[src/rtl/result_streamer_pkg.sv]
// Shared definitions for the result streamer: geometry of the output SRAM,
// byte width, FSM state encoding and the drain-length clamp helper.
package result_streamer_pkg;

  localparam int DATA_WIDTH = 16;
  localparam int OUT_WIDTH  = 8;
  localparam int DEPTH      = 16;
  localparam int ADDR_W     = 4;

  localparam logic [ADDR_W:0]   LEN_ZERO  = {(ADDR_W+1){1'b0}};
  localparam logic [ADDR_W:0]   LEN_ONE   = {{ADDR_W{1'b0}}, 1'b1};
  localparam logic [ADDR_W:0]   LEN_DEPTH = (ADDR_W+1)'(DEPTH);
  localparam logic [ADDR_W-1:0] ADDR_ZERO = {ADDR_W{1'b0}};
  localparam logic [ADDR_W-1:0] ADDR_ONE  = {{(ADDR_W-1){1'b0}}, 1'b1};

  typedef enum logic [2:0] {
    S_IDLE    = 3'd0,
    S_READ    = 3'd1,
    S_WAIT    = 3'd2,
    S_SEND_LO = 3'd3,
    S_SEND_HI = 3'd4,
    S_FIN     = 3'd5
  } state_t;

  // Requests larger than the SRAM are cut to the SRAM depth so the
  // read address never wraps within a drain.
  function automatic logic [ADDR_W:0] clamp_len(input logic [ADDR_W:0] l);
    logic [ADDR_W:0] r;
    if (l > LEN_DEPTH) begin
      r = LEN_DEPTH;
    end else begin
      r = l;
    end
    return r;
  endfunction

endpackage

[src/rtl/result_streamer.sv]
// Drains the output SRAM word by word and streams each 16-bit word as two
// bytes (low byte first) over a valid/ready interface. All outputs are
// registered; the SRAM read port is driven only while a drain is active.
module result_streamer
  import result_streamer_pkg::*;
(
  input  logic                  clk,
  input  logic                  rst_n,
  input  logic                  start,
  input  logic [ADDR_W:0]       len,
  output logic                  busy,
  output logic                  done,
  output logic                  sram_re,
  output logic [ADDR_W-1:0]     sram_raddr,
  input  logic [DATA_WIDTH-1:0] sram_rdata,
  output logic [OUT_WIDTH-1:0]  data_out,
  output logic                  data_out_valid,
  input  logic                  data_out_ready
);

  state_t                 state_r;
  logic [ADDR_W:0]        len_r;
  logic [ADDR_W:0]        count_r;
  logic [OUT_WIDTH-1:0]   word_hi_r;
  logic [ADDR_W:0]        count_inc_s;

  assign count_inc_s = count_r + LEN_ONE;

  // Drain FSM with all interface outputs and bookkeeping registers.
  always_ff @(posedge clk or negedge rst_n) begin
    if (!rst_n) begin
      state_r        <= S_IDLE;
      busy           <= 1'b0;
      done           <= 1'b0;
      sram_re        <= 1'b0;
      sram_raddr     <= ADDR_ZERO;
      data_out       <= {OUT_WIDTH{1'b0}};
      data_out_valid <= 1'b0;
      len_r          <= LEN_ZERO;
      count_r        <= LEN_ZERO;
      word_hi_r      <= {OUT_WIDTH{1'b0}};
    end else begin
      case (state_r)
        S_IDLE: begin
          done <= 1'b0;
          if (start) begin
            busy    <= 1'b1;
            len_r   <= clamp_len(len);
            count_r <= LEN_ZERO;
            if (len != LEN_ZERO) begin
              state_r    <= S_READ;
              sram_re    <= 1'b1;
              sram_raddr <= ADDR_ZERO;
            end else begin
              // Empty drain: report completion without touching the SRAM.
              state_r <= S_FIN;
              done    <= 1'b1;
            end
          end else begin
            state_r <= S_IDLE;
          end
        end
        S_READ: begin
          // The SRAM has sampled the request on this edge.
          sram_re <= 1'b0;
          state_r <= S_WAIT;
        end
        S_WAIT: begin
          word_hi_r      <= sram_rdata[DATA_WIDTH-1:OUT_WIDTH];
          data_out       <= sram_rdata[OUT_WIDTH-1:0];
          data_out_valid <= 1'b1;
          state_r        <= S_SEND_LO;
        end
        S_SEND_LO: begin
          if (data_out_ready) begin
            data_out <= word_hi_r;
            state_r  <= S_SEND_HI;
          end else begin
            state_r <= S_SEND_LO;
          end
        end
        S_SEND_HI: begin
          if (data_out_ready) begin
            count_r        <= count_inc_s;
            data_out_valid <= 1'b0;
            if (count_inc_s == len_r) begin
              state_r <= S_FIN;
              done    <= 1'b1;
            end else begin
              state_r    <= S_READ;
              sram_re    <= 1'b1;
              sram_raddr <= sram_raddr + ADDR_ONE;
            end
          end else begin
            state_r <= S_SEND_HI;
          end
        end
        S_FIN: begin
          done    <= 1'b0;
          busy    <= 1'b0;
          state_r <= S_IDLE;
        end
        default: begin
          state_r        <= S_IDLE;
          busy           <= 1'b0;
          done           <= 1'b0;
          sram_re        <= 1'b0;
          data_out_valid <= 1'b0;
        end
      endcase
    end
  end

endmodule
[config.mk]
export PLATFORM = sky130hd
export DESIGN_NAME = result_streamer
export DESIGN_NICKNAME = d
export VERILOG_FILES = /design/src/rtl/result_streamer_pkg.sv /design/src/rtl/result_streamer.sv
export SDC_FILE = /design/constraint.sdc
export NUM_CORES = 1
export LEC_CHECK = 0
export ABC_CLOCK_PERIOD_IN_PS = 1700
export CORE_ASPECT_RATIO = 0.8
export CORE_MARGIN = 5
export CORE_UTILIZATION = 45
export CTS_CLUSTER_SIZE = 20
export DETAILED_ROUTE_END_ITERATION = 12
export GPL_TIMING_DRIVEN = 0
export HOLD_SLACK_MARGIN = 0.12
export PLACE_DENSITY = 0.75
export SYNTH_ARGS = -nofsm -noshare
export SYNTH_HDL_FRONTEND = slang
export SYNTH_SLANG_ARGS = --single-unit
[constraint.sdc]
create_clock -name clk -period 1.7 [get_ports clk]
set_input_delay 0.34 -clock clk [delete_from_list [all_inputs] [get_ports clk]]
set_output_delay 0.34 -clock clk [all_outputs]
set_load 0.01 [all_outputs]
# == Word-level counts from Yosys, hierarchy flattened ==
# Cells that the tools add are included.
# totals
reg_bits,37
latchBits,0
out_inout_bits,16
elab_cells,76
memories,0
romBits,0
ram_bits,0
# classes
n_reduce_logical,16
n_mul,0
n_addsub,2
shift,0
n_div,0
magnitude_cmp,1
n_bitwise,4
mux,31
eq_ne,12
# ops
operator,n
4-bit two-way mux,4
8-bit one-hot mux with 2 select lines,1
3-bit two-way mux,5
5-bit two-way mux,3
3-bit one-hot mux with 5 select lines,1
"2-bit inequality test, second input constant",6
1-bit two-way mux,10
5-bit one-hot mux with 2 select lines,1
5-bit AND reduction,2
1-bit one-hot mux with 3 select lines,3
8-bit two-way mux,1
4-bit one-hot mux with 2 select lines,1
2-bit AND reduction,4
4-bit OR reduction,2
"3-bit by 2-bit equality test with 1-bit output, second input constant",2
"3-bit equality test, second input constant",2
3-bit AND reduction,2
3-bit OR reduction,2
"5-bit by 1-bit adder with 5-bit output, second input constant",1
5-bit equality test,1
"5-bit greater-than comparator, second input constant",1
5-bit nonzero test,1
"4-bit by 1-bit adder with 4-bit output, second input constant",1
1-bit inverter,4
other kinds (4),5

# == Depth between registers and ports, before layout ==
# logic_depth
depth_word,5
mapped_depth,6
ltp_nobuf,6

# == Worst setup path before layout ==
# Ideal clock, no wire load.
# synth_path
path_kind,reg-to-reg
startpoint,register count_r[0]
endpoint,register sram_re
stages_incl_launch_ff,7
setup_time_ns,0.118
path_buffers,0
arrival_time_ns,1.603
required_time_ns,1.582
path_slack_ns,-0.021
path_cell_list,dfrtp_1 > ha_1 > xnor2_1 > o211ai_1 > a221oi_2 > o21ai_2 > a21o_1
# synth_via
elab_chain_cells,4
# synth_lines
item,line_no,rtl
"start, declared",result_streamer.sv:23,logic [ADDR_W:0] count_r;
"start signal, assigned",result_streamer.sv:84,count_r <= count_inc_s;
5-bit by 1-bit adder with 5-bit output,result_streamer.sv:27,assign count_inc_s = count_r + LEN_ONE;
5-bit equality test,result_streamer.sv:86,if (count_inc_s == len_r) begin
2-bit inequality test (no line),n/a,
5-bit AND reduction (no line),n/a,
"end signal, assigned",result_streamer.sv:35,sram_re <= 1'b0;
"end signal, assigned",result_streamer.sv:91,sram_re <= 1'b1;
"end signal, assigned",result_streamer.sv:107,sram_re <= 1'b0;
"end, declared",result_streamer.sv:13,"output logic sram_re,"
# No other way between the ends.
# A chain may end at the register's enable or synchronous reset.

# == Final worst setup path ==
# layout_path
startpoint,register state_r[0]
endpoint,register sram_raddr[1]
# layout_via
elab_chain_cells,3
elab_cells_between_ends,9
classes_between,5 x eq/ne; 1 x mux; 3 x reduce/logical
# layout_lines
item,line_no,rtl
"start, declared",result_streamer.sv:21,state_t state_r;
"start signal, assigned",result_streamer.sv:32,state_r <= S_IDLE;
"start signal, assigned",result_streamer.sv:51,state_r <= S_READ;
"start signal, assigned",result_streamer.sv:56,state_r <= S_FIN;
3-bit equality test or 3-bit zero test (tied branches),result_streamer.sv:43,case (state_r)
2-bit inequality test (no line) or 2-bit nonzero test (tied branches),n/a,
5-bit AND reduction (no line),n/a,
"end signal, assigned",result_streamer.sv:92,sram_raddr <= sram_raddr + ADDR_ONE;
"end, declared",result_streamer.sv:14,"output logic [ADDR_W-1:0] sram_raddr,"
# Several ways; a longest one is shown, not always the timed one.

==> summary.txt <==
Floorplan
  • Die area: 0.00559 sq mm
  • Starting Density: 45.7%
  • Core area: 0.00413 sq mm
  • # IOs: 41
  • Die H: 67.9 microns
  • Die width: 82.3 microns
  • Num rows: 21

Timing
  • Setup Viol. Count Final: 1
  • Final min period: 1720 ps
  • Final hold violations: 0
  • RSZ-0062 raised after global routing: true
  • Fmax: 582 MHz
  • Hold slack: 136 ps
  • Final WS setup: -19.1 ps
  • Max Clock Skew: 3.19 ps
  • Max-slew headroom at the worst pin: 45.9%
  • Worst-Margin Slew: 812 ps
  • Final worst-path cycle share: 101%
  • Max-slew violation count: 0

Clocking
  • Num CTS Buffers: 5
  • Clock tree buffer depth: 2
  • Worst-Skew Late Latency: 290 ps
  • Clock root buffer master: clkbuf_8
  • H-tree depth: 2
  • CTS tree: done
  • Worst-path clk slew: 70 ps
  • CTS Sinks: 37
  • CTS Hold Bufs: 0

Final layout
  • Share of cells above drive strength 1: 21.0%
  • # diodes: 0
  • Fin nets: 259
  • Final Instance Count excl. Fillers: 290
  • Final core area utilization: 61.9%
  • P&R area growth vs syn: 35.5%

Status
  • Outcome: finished with violations
  • Failing checks: negative setup slack

Setup path
  • Worst Path Buf+Inv: 0
  • Type of origin of the critical path: flip-flop
  • Critical Path AT: 1940 ps
  • Req. time, crit path: 1920 ps
  • Top delay family on crit path: simple AND/OR/NAND/NOR gates
  • Delay of the slowest cell on the worst path: 570 ps
  • Max FO, Critical Path: 4
  • Slowest CP cell: or4b_4
  • CP endpoint kind: flip-flop
  • Crit path kind: flip-flop to flip-flop
  • Crit-path cells: or4b_4 -> o21bai_4 -> o31a_1 -> o21ai_2 -> mux2i_1

Synth
  • Mux cell area share after synthesis: 11.2%
  • EDFF count, synth: 0
  • Post-Syn Instances: 178
  • Ys async rst share: 100%
  • Syn_nets: 205
  • Mapped cell area: 0.00188 sq mm
  • Primary FF master, synth: dfrtp_1
  • Simple-gate share of the synthesized area: 14.8%
  • Largest family of logic cells by synthesized area: compound AO/OA/AOI/OAI gates
  • Xor/xnor share of the synthesized area: 2.32%
  • Compound-gate portion of the synthesized area: 17.3%
  • Seq/Total Area, Yosys: 49.1%
  • Syn Area/Cell: 10.6 sq um
  • Unique cell type count in the Yosys netlist: 47
  • Post-synthesis adder-cell area fraction: 1.33%
  • Yosys Warn Count: 0
  • Flops & latches, synth: 37

Route
  • DRT Pass-1 Iters: 4
  • Post-route ant nets: 0
  • Final WL: 4.25 mm
  • 1st-iter DRT viols: 93
  • Drt wl/cell: 14.6 microns
  • Avg Vias per Cell: 5.27
  • Residual DRC: 0
  • Via count: 1,528

Worst hold path
  • Hold/Removal Path Class: primary input to async pin

Pwr
  • P_leak: 0.00115 uW
  • Cell Pwr Density: 1570 mW/mm^2
  • Peak VDD IR: 0.000806 V

Place
  • Placed Cells: 275
  • Post-DP HPWL: 2.93 mm
  • Number of port buffers: 40
  • Routability cong.: 0.827

Global route
  • Initial antenna violation count: 0
  • Largest net degree at the start of global routing: 38
  • Vias in the first global route: 1,425
  • Total Routing Usage GR: 16.8%
  • Total gr overflow: 0
  • First-pass GRT wire length: 6.94 mm

Run
  • Max-cap violations: 0
-- Yosys cell counts (all sizes together), types with 2 or more instances --
library cell | number | area share [%]
a21o | 5 | 2.0
a21oi | 6 | 1.6
a22o | 4 | 1.9
and3 | 2 | 0.66
buf | 7 | 2.5
clkbuf | 2 | 0.40
dfrtp | 37 | 49
ha | 2 | 1.3
inv | 5 | 1.0
mux2 | 9 | 5.4
mux2i | 11 | 5.8
nand2 | 19 | 3.8
nand2b | 4 | 1.3
nand3 | 5 | 1.6
nand4 | 2 | 0.66
nor2 | 2 | 0.80
nor2b | 2 | 0.66
nor3 | 4 | 1.1
o211ai | 3 | 1.2
o21ai | 22 | 6.0
o21bai | 2 | 0.80
or2 | 2 | 0.66
or4b | 2 | 1.3
xnor2 | 2 | 0.93
xor2 | 3 | 1.4
-- where the power goes --
group          internal, uW  total (uW)  leakage (uW)  switching [uW]
Clock                   284         601     0.0000450             316
Combinational          1010        1920      0.000642             910
Sequential             1250        1500      0.000461             250
Total                  2540        4020       0.00115            1480
-- through the flow --
| step | setup TNS, ps | setup slack [ps] | total power (uW) | area, sq um |
|---|---|---|---|---|
| 2_1_floorplan | 0 | 5.33 | 2600 | 1880 |
| 3_3_place_gp | -28570 | -568 | 3230 | 2360 |
| 3_5_place_dp | -7410 | -450 | 3250 | 2350 |
| 4_1_cts | -91.9 | -44.2 | 4000 | 2530 |
| 5_1_grt | -401 | -112 | 4330 | 2550 |
| 6_report | -19.1 | -19.1 | 4020 | 2550 |
-- final cells by class --
class                   count  area (sq um)
inverters                   5          18.8
well taps                  57          71.3
multi-input cells         127           943
clock inverters             2          10.0
plain buffers               8          47.5
fillers                   345          1570
clock buffers               6          72.6
flip-flops and latches     37           928
repair buffers             48           462
-- cells in the final DEF, fill, tap and decap left out, types with 9 or more instances in the layout --
cell type,Yosys,final
mux2i_1,11,11
clkdlybuf4s50_1,0,35
dfrtp_1,37,35
mux2_2,9,9
o21ai_0,20,20
buf_4,0,9
nand2_1,19,18
-- flip-flops by register name, indices dropped and copies added (netlist names) --
signal and count:
data_out 8, word_hi_r 8, count_r 5, len_r 5
sram_raddr 4, state_r 3, busy 1, data_out_valid 1
done 1, sram_re 1
-- per-layer routing --
metal | global-route usage [%] | vias to the layer above | part of all wire [%]
li1 | - | 754 | -
met1 | 24.3 | 738 | 48
met2 | 23.9 | 28 | 46
met3 | 3.82 | 8 | 3.6
met4 | 7.47 | 0 | 1.8
met5 | 0 | - | 0
-- worst register-to-register path, delay by kind of cell (launching register included) --
kind	cells	cell delay, ps
compound gates	3	420
flops	1	450
simple gates	1	570
mux	1	210
-- repair_timing --
| action | CTS | global route |
|---|---|---|
| buffers inserted | 7 | 1 |
| setup endpoints to repair | 16 | 23 |
| pin swaps | 2 | 6 |
| cloned | 0 | 0 |
| gates resized for setup | 11 | 11 |
-- cell families after synthesis --
logic type	count (synthesis)
adders and majority gates	2
and+or+nand+nor	50
muxes	20
xor gates and xnor gates	5
DFF	37
AOI/OAI and AO/OA	50
buffers and inverters	14
-- final timing paths --
kind	cells past startpoint	endpoint	from	slack (ps)
max	5	sram_raddr[1]	state_r[0]	-20
min	1	len_r[4]	rst_n	140
max reg2reg	5	sram_raddr[1]	state_r[0]	-20
min reg2reg	2	data_out[0]	data_out[0]	480
max in group asynchronous	1	state_r[0]	rst_n	1000
min in group clk	3	len_r[3]	len[3]	360
No activity file was read; power rests on OpenSTA's default activity.
